File: src/rtl/read_fsm.sv
// read_fsm: read-path PHY state machine (preamble detect, burst capture, CRC check, postamble)
module read_fsm #(
  parameter int N = 4
) (
  input  logic           i_clk,
  input  logic           i_rst,
  input  logic           i_enable,
  input  logic           i_rd_en,
  input  logic [1:0]     i_burstlength,
  input  logic           i_crc_en,
  input  logic [1:0]     i_DQS,
  input  logic [2*N-1:0] i_DQ,
  input  logic [2*N-1:0] i_crc_code,
  output logic [2*N-1:0] o_rddata,
  output logic           o_rddata_valid,
  output logic [2*N-1:0] o_crc_data,
  output logic           o_crc_enable,
  output logic           o_crc_error,
  output logic           o_timeout_error,
  output logic [2:0]     o_fsm_state
);
  typedef enum logic [2:0] {
    IDLE      = 3'd0,
    WAIT_PRE  = 3'd1,
    PREAMBLE  = 3'd2,
    DATA      = 3'd3,
    PAD8      = 3'd4,
    CRC_CHK   = 3'd5,
    POSTAMBLE = 3'd6
  } state_t;
  state_t         state, state_n;
  logic [4:0]     to_cnt, to_cnt_n;
  logic           pre_cnt, pre_cnt_n;
  logic [2:0]     beat, beat_n, last;
  logic           pend, pend_n, bl8, bl8_n, crc, crc_n;
  logic [2*N-1:0] rddata_q, rddata_n;
  logic           valid_q, valid_n, crc_err_q, crc_err_n, to_err_q, to_err_n;
  // state, counters and registered outputs; reset aborts any burst at once
  always_ff @(posedge i_clk or negedge i_rst) begin
    if (!i_rst) begin
      state     <= IDLE;
      to_cnt    <= '0;
      pre_cnt   <= 1'b0;
      beat      <= '0;
      pend      <= 1'b0;
      bl8       <= 1'b0;
      crc       <= 1'b0;
      rddata_q  <= '0;
      valid_q   <= 1'b0;
      crc_err_q <= 1'b0;
      to_err_q  <= 1'b0;
    end else begin
      state     <= state_n;
      to_cnt    <= to_cnt_n;
      pre_cnt   <= pre_cnt_n;
      beat      <= beat_n;
      pend      <= pend_n;
      bl8       <= bl8_n;
      crc       <= crc_n;
      rddata_q  <= rddata_n;
      valid_q   <= valid_n;
      crc_err_q <= crc_err_n;
      to_err_q  <= to_err_n;
    end
  end
  // next-state and CRC feed; everything holds while disabled
  always_comb begin
    state_n    = state;
    to_cnt_n   = to_cnt;
    pre_cnt_n  = pre_cnt;
    beat_n     = beat;
    pend_n     = pend;
    bl8_n      = bl8;
    crc_n      = crc;
    rddata_n   = rddata_q;
    valid_n    = 1'b0;
    crc_err_n  = 1'b0;
    to_err_n   = 1'b0;
    o_crc_data = '0;
    o_crc_enable = 1'b0;
    last       = bl8 ? 3'd3 : 3'd7;
    if (i_enable) begin
      if (i_rd_en && state >= WAIT_PRE && state <= CRC_CHK) pend_n = 1'b1;
      case (state)
        IDLE: if (i_rd_en) begin
          bl8_n    = (i_burstlength == 2'b01);
          crc_n    = i_crc_en;
          to_cnt_n = '0;
          state_n  = WAIT_PRE;
        end
        WAIT_PRE: if (i_DQS == 2'b01) begin
          pre_cnt_n = 1'b1;
          state_n   = PREAMBLE;
        end else begin
          to_cnt_n = to_cnt + 5'd1;
          if (to_cnt == 5'd30) begin
            to_err_n = 1'b1;
            pend_n   = 1'b0;
            state_n  = IDLE;
          end
        end
        PREAMBLE: begin
          pre_cnt_n = 1'b0;
          beat_n    = '0;
          state_n   = (i_DQS == 2'b01 && pre_cnt) ? DATA : WAIT_PRE;
        end
        DATA: begin
          o_crc_data   = crc ? i_DQ : '0;
          o_crc_enable = crc;
          rddata_n     = i_DQ;
          valid_n      = 1'b1;
          beat_n       = beat + 3'd1;
          if (beat == last) begin
            beat_n  = '0;
            state_n = !crc ? POSTAMBLE : bl8 ? PAD8 : CRC_CHK;
          end
        end
        PAD8: begin
          o_crc_data   = '1;
          o_crc_enable = 1'b1;
          beat_n       = beat + 3'd1;
          if (beat == 3'd3) begin
            beat_n  = '0;
            state_n = CRC_CHK;
          end
        end
        CRC_CHK: begin
          crc_err_n = (i_DQ != i_crc_code);
          state_n   = POSTAMBLE;
        end
        POSTAMBLE: if (pend || i_rd_en) begin
          bl8_n    = (i_burstlength == 2'b01);
          crc_n    = i_crc_en;
          pend_n   = 1'b0;
          to_cnt_n = '0;
          state_n  = WAIT_PRE;
        end else state_n = IDLE;
        default: state_n = IDLE;
      endcase
    end
  end
  assign o_rddata        = rddata_q;
  assign o_rddata_valid  = valid_q & i_enable;
  assign o_crc_error     = crc_err_q & i_enable;
  assign o_timeout_error = to_err_q & i_enable;
  assign o_fsm_state     = state;
endmodule

File: config.mk
export PLATFORM = sky130hd
export DESIGN_NAME = read_fsm
export DESIGN_NICKNAME = d
export VERILOG_FILES = /design/src/rtl/read_fsm.sv
export SDC_FILE = /design/constraint.sdc
export NUM_CORES = 1
export LEC_CHECK = 0
export ABC_AREA = 1
export BUFFER_PORTS_ARGS = -buffer_cell sky130_fd_sc_hd__buf_4
export CAP_MARGIN = 20
export CORE_UTILIZATION = 50
export DETAILED_ROUTE_END_ITERATION = 7
export PLACE_DENSITY = 0.82
export REMOVE_ABC_BUFFERS = 1
export SETUP_SLACK_MARGIN = 0.1
export SLEW_MARGIN = 20
export SYNTH_ARGS = -nofsm -noshare
export SYNTH_HDL_FRONTEND = slang
export SYNTH_SLANG_ARGS = --single-unit
File: constraint.sdc
create_clock -name i_clk -period 1.5 [get_ports i_clk]
set_input_delay 0.3 -clock i_clk [delete_from_list [all_inputs] [get_ports i_clk]]
set_output_delay 0.3 -clock i_clk [all_outputs]
set_load 0.01 [all_outputs]
==> impl_results.html <==
<table>
<tr><th>Metric</th><th>Value</th></tr>
<tr><th colspan="2">Outcome</th></tr>
<tr><td>Result of the run</td><td>finished, violations left</td></tr>
<tr><td>Violated checks</td><td>setup timing</td></tr>
<tr><th colspan="2">Critical path</th></tr>
<tr><td>CP Data Arrival Time</td><td>1.47 ns</td></tr>
<tr><td>Total stage count of the critical path</td><td>8</td></tr>
<tr><td>Delay contributed by the slowest stage of the critical path</td><td>0.42 ns</td></tr>
<tr><td>Cell repeated most along the worst path</td><td>sky130_fd_sc_hd__nand2_4</td></tr>
<tr><td>Startpoint kind of the worst setup timing path</td><td>flip-flop</td></tr>
<tr><td>Critical-path maximum fanout</td><td>4</td></tr>
<tr><td>Classification of the worst setup path</td><td>flip-flop to output port</td></tr>
<tr><td>Flop2flop setup slack</td><td>-0.04 ns</td></tr>
<tr><td>Worst Reg2Reg Path Length in Cells</td><td>9</td></tr>
<tr><td>Critical Path Slowest Stage Cell</td><td>sky130_fd_sc_hd__dfrtp_1</td></tr>
<tr><td>Cell family with the largest share of critical-path delay</td><td>flip-flops</td></tr>
<tr><td>Required time at the worst-slack endpoint</td><td>1.20 ns</td></tr>
<tr><td>Setup crit end kind</td><td>output port</td></tr>
<tr><td>Buf+Inv Stages, Crit Path</td><td>3</td></tr>
<tr><td>Cells along the critical path</td><td>inv_2 -&gt; nand3_4 -&gt; inv_4 -&gt; nand2_4 -&gt; nand2_4 -&gt; nand2_4 -&gt; a21oi_2 -&gt; buf_4</td></tr>
<tr><th colspan="2">Floorplanning</th></tr>
<tr><td>Number of rows created at floorplan</td><td>20</td></tr>
<tr><td>Floorplan Core Area</td><td>3050 µm²</td></tr>
<tr><td>Initial Util</td><td>53.1%</td></tr>
<tr><td>I/O pin cnt</td><td>48</td></tr>
<tr><td>Die Outline Area</td><td>3470 µm²</td></tr>
<tr><td>Die Wd</td><td>58.9 µm</td></tr>
<tr><td>Die Y-Extent</td><td>58.9 µm</td></tr>
<tr><th colspan="2">Finish</th></tr>
<tr><td>Share of final-layout standard cells stronger than drive strength 1</td><td>42.3%</td></tr>
<tr><td>Number of filler instances in the final layout</td><td>207</td></tr>
<tr><td>Multi-input gate area</td><td>1000 µm²</td></tr>
<tr><td>Signed area change from the synthesized netlist to the final layout</td><td>50.0%</td></tr>
<tr><td>Count of antenna diodes in the layout</td><td>0</td></tr>
<tr><td>Non-filler cells in the finished layout</td><td>335</td></tr>
<tr><td>Area used by sequential logic in the layout</td><td>653 µm²</td></tr>
<tr><td>Nets</td><td>323</td></tr>
<tr><th colspan="2">Clock network</th></tr>
<tr><td>Count of H-tree levels built during CTS</td><td>1</td></tr>
<tr><td>Clock sink count</td><td>26</td></tr>
<tr><td>Clk slew on worst S/H paths</td><td>0.14 ns</td></tr>
<tr><td>Buffer type at the clock tree root</td><td>sky130_fd_sc_hd__clkbuf_4</td></tr>
<tr><td>Clock latency at the later pin of the worst-skew pair</td><td>0.32 ns</td></tr>
<tr><td>Clock buffers created by TritonCTS</td><td>3</td></tr>
<tr><td>Buffer levels on the longest clock path</td><td>2</td></tr>
<tr><td>CTS tree</td><td>built</td></tr>
<tr><th colspan="2">Timing</th></tr>
<tr><td>Slack of the critical path</td><td>-0.271 ns</td></tr>
<tr><td>Tightest Pin Transition</td><td>0.393 ns</td></tr>
<tr><td>Time the worst path needs with I/O delays and setup</td><td>1.77 ns</td></tr>
<tr><td>Achievable clock frequency</td><td>565 MHz</td></tr>
<tr><td>Worst clock skew on the final layout</td><td>0.00322 ns</td></tr>
<tr><td>Final worst-path cycle share</td><td>118%</td></tr>
<tr><td>Unrepaired setup endpoints after global routing</td><td>yes</td></tr>
<tr><td>Normalized max-slew margin</td><td>73.7%</td></tr>
<tr><td>Final count of hold timing violations</td><td>0</td></tr>
<tr><td>Hold slack</td><td>0.206 ns</td></tr>
<tr><td>Setup violation total in the final timing report</td><td>16</td></tr>
<tr><td>Max-slew violations</td><td>0</td></tr>
<tr><th colspan="2">Power and ir drop</th></tr>
<tr><td>PnR Total Power</td><td>4.00 mW</td></tr>
<tr><td>Power share of the combinational group</td><td>63.3%</td></tr>
<tr><td>Switching portion of total power</td><td>45.4%</td></tr>
<tr><td>Pwr Density</td><td>1650 nW/µm²</td></tr>
<tr><td>Fraction of power consumed by the clock network</td><td>7.6%</td></tr>
<tr><td>Maximum vdd drop</td><td>0.795 mV</td></tr>
<tr><td>Reg power frac</td><td>29.1%</td></tr>
<tr><td>Leakage dissipation</td><td>1.32 nW</td></tr>
<tr><td>Power Internal</td><td>2.18 mW</td></tr>
<tr><td>Switching pwr</td><td>1.81 mW</td></tr>
<tr><th colspan="2">Global route</th></tr>
<tr><td>Remaining global-route overflow</td><td>0</td></tr>
<tr><td>Initial antenna violation count</td><td>0</td></tr>
<tr><td>Met3 Usage GRT</td><td>3.96%</td></tr>
<tr><td>First-pass GRT wire length</td><td>6650 µm</td></tr>
<tr><td>Global routing usage on met2</td><td>44.3%</td></tr>
<tr><td>Global routing's busiest layer</td><td>met2</td></tr>
<tr><td>GR Util met1</td><td>31.1%</td></tr>
<tr><td>Total routing usage reported by global routing</td><td>25.4%</td></tr>
<tr><td>Maximum number of pins on one net before global-route repair</td><td>27</td></tr>
<tr><td>Vias in the first global route</td><td>1591</td></tr>
<tr><th colspan="2">Placement</th></tr>
<tr><td>Detailed-placement wirelength estimate</td><td>2680 µm</td></tr>
<tr><td>Port buffer count</td><td>47</td></tr>
<tr><td>Placed cells</td><td>317</td></tr>
<tr><td>GPL Wtd Cong</td><td>0.877</td></tr>
<tr><th colspan="2">Drt</th></tr>
<tr><td>Residual DRC</td><td>0</td></tr>
<tr><td>Routed vias</td><td>1694</td></tr>
<tr><td>Violation count after the first detailed-routing iteration</td><td>37</td></tr>
<tr><td>Final antenna-violating net count</td><td>0</td></tr>
<tr><td>Total detailed-routing wirelength</td><td>4290 µm</td></tr>
<tr><td>Vias per cell</td><td>5.06</td></tr>
<tr><td>Number of search-and-repair iterations in the first detailed-routing pass</td><td>4</td></tr>
<tr><td>Routed length per placed instance</td><td>12.8 µm</td></tr>
<tr><th colspan="2">Synth</th></tr>
<tr><td>Area contributors post-synth</td><td>sky130_fd_sc_hd__dfrtp_1, sky130_fd_sc_hd__nand2_1, sky130_fd_sc_hd__inv_1</td></tr>
<tr><td>Cells after synthesis</td><td>222</td></tr>
<tr><td>Count of flip-flops with a built-in enable after synthesis</td><td>0</td></tr>
<tr><td>Synthesized area</td><td>1620 µm²</td></tr>
<tr><td>Synthesized area per cell</td><td>7.30 µm²</td></tr>
<tr><td>Total of flip-flops plus latches after synthesis</td><td>26</td></tr>
<tr><td>Top cell type's share of synthesized area</td><td>40.2%</td></tr>
<tr><td>Yosys warnings</td><td>0</td></tr>
<tr><td>Sequential cell area fraction in the yosys report</td><td>40.2%</td></tr>
<tr><td>Post-synth ARST share</td><td>100%</td></tr>
<tr><td>Number of unique standard cell types used by synthesis</td><td>27</td></tr>
<tr><td>Synth area leader</td><td>sky130_fd_sc_hd__dfrtp_1</td></tr>
<tr><td>Flip-flop cell with the highest count after synthesis</td><td>sky130_fd_sc_hd__dfrtp_1</td></tr>
<tr><th colspan="2">Flow run</th></tr>
<tr><td>Max-capacitance violation count</td><td>0</td></tr>
<tr><th colspan="2">Hold path</th></tr>
<tr><td>Path category of the worst min-delay check</td><td>input pin to flip-flop</td></tr>
<tr><td>Number of stages on the worst hold path</td><td>4</td></tr>
</table>
==> logic make-up after synthesis <==
| group | Yosys count | share of synthesized area (%) |
|---|---|---|
| buf+inv | 41 | 10.3 |
| fa+ha+maj | 5 | 3.86 |
| compound gates | 31 | 10.4 |
| simple gates | 110 | 30.4 |
| flops | 26 | 40.2 |
| xor+xnor | 9 | 4.87 |
==> cells in the final DEF (no fill, tap or decap) <==
cell,instances
sky130_fd_sc_hd__a41oi_1,1
sky130_fd_sc_hd__a21oi_1,2
sky130_fd_sc_hd__nand3_4,4
sky130_fd_sc_hd__buf_4,56
sky130_fd_sc_hd__dfrtp_1,24
sky130_fd_sc_hd__ha_1,5
sky130_fd_sc_hd__nand2_4,10
sky130_fd_sc_hd__xor2_1,7
sky130_fd_sc_hd__inv_4,2
sky130_fd_sc_hd__nor3_4,1
sky130_fd_sc_hd__nand2_1,56
sky130_fd_sc_hd__nand3_2,1
sky130_fd_sc_hd__o21a_1,1
sky130_fd_sc_hd__nor2_1,12
sky130_fd_sc_hd__dlygate4sd3_1,1
sky130_fd_sc_hd__nor4_1,1
sky130_fd_sc_hd__a21oi_2,8
sky130_fd_sc_hd__o21ai_1,9
sky130_fd_sc_hd__buf_6,7
sky130_fd_sc_hd__buf_8,2
sky130_fd_sc_hd__inv_2,6
sky130_fd_sc_hd__inv_1,30
sky130_fd_sc_hd__or2_2,1
sky130_fd_sc_hd__or2_1,1
sky130_fd_sc_hd__nand3_1,9
sky130_fd_sc_hd__o21bai_1,3
sky130_fd_sc_hd__o21ai_0,4
sky130_fd_sc_hd__dfrtp_2,2
sky130_fd_sc_hd__nor2_2,1
sky130_fd_sc_hd__xnor2_1,2
sky130_fd_sc_hd__clkinvlp_4,1
sky130_fd_sc_hd__o21ai_2,3
sky130_fd_sc_hd__nor2_4,5
sky130_fd_sc_hd__nand2_2,10
sky130_fd_sc_hd__clkbuf_4,3
==> sequential cells by signal (all words and copies together), names as in the netlist <==
register and cells:
bl8 1, pend 1, crc_err_q 1, beat 3, valid_q 1, crc 1, to_err_q 1, pre_cnt 1
o_fsm_state 3, o_rddata 8, to_cnt 5
==> synth_stat cells, drive strengths merged (2+ instances only) <==
library cell / instances
inv: 38
o21ai: 16
xnor2: 2
xor2: 7
nor2: 18
o21bai: 3
dfrtp: 26
ha: 5
nand3: 13
a21oi: 10
or2: 2
buf: 3
nand2: 75
==> final cells by class <==
type | count | area share, %
Sequential cell | 26 | 26.9
Tap cell | 44 | 2.27
Inverter | 38 | 6.08
Multi-Input combinational cell | 157 | 41.3
Timing Repair inverter | 1 | 0.309
Timing Repair Buffer | 66 | 22.2
Clock buffer | 3 | 0.927
==> worst min-delay path, cell delays in order <==
cell	delay [ns]
sky130_fd_sc_hd__buf_4	0.08
sky130_fd_sc_hd__inv_1	0.03
sky130_fd_sc_hd__nand2_1	0.04
sky130_fd_sc_hd__o21ai_1	0.06
==> power by group through the flow <==
| stage | Combinational (mW) | Clock (mW) | Sequential, mW |
|---|---|---|---|
| after floorplan | 0.951 | 0 | 1.21 |
| after global placement | 1.69 | 0 | 1.13 |
| after detailed placement | 1.74 | 0 | 1.13 |
| after CTS | 2.08 | 0.304 | 1.13 |
| after global routing | 2.76 | 0.341 | 1.19 |
| final | 2.53 | 0.303 | 1.16 |
==> metal layers <==
metal	vias up	routed length (µm)
li1	828	-
met1	796	1760
met2	64	2220
met3	6	237
met4	0	72
met5	-	0
==> final timing paths <==
| kind | from | endpoint |
|---|---|---|
| worst min-delay path | i_burstlength[1] | bl8 |
| worst max-delay path | o_fsm_state[2] | o_crc_data[6] |
| min in group asynchronous | i_rst | o_rddata[0] |
| max in group asynchronous | i_rst | o_fsm_state[0] |
| worst min register to register | beat[1] | beat[1] |
| worst max register to register | o_fsm_state[0] | beat[1] |
==> metrics by stage <==
stage	TNS, ns	util, %	cell area [µm²]	worst slack, ns
after detailed placement	0	67.4	2060	0.0206
after CTS	-1.86	73.9	2260	-0.230
after global placement	0	67.4	2060	0.0791
after floorplan	-0.791	-	1600	-0.0989
after global routing	-3.94	79.6	2430	-0.348
final	-2.40	79.6	2430	-0.271
==> timing repair <==
action / CTS / global route
endpoints found under the hold margin: 26 / 0
pin swaps: 14 / 12
endpoints found under the setup margin: 13 / 35
setup buffers: 5 / 8
gates resized for setup: 34 / 39
gates cloned: 1 / 2
hold buffers: 1 / 0
Power figures use the tool's default switching activity.
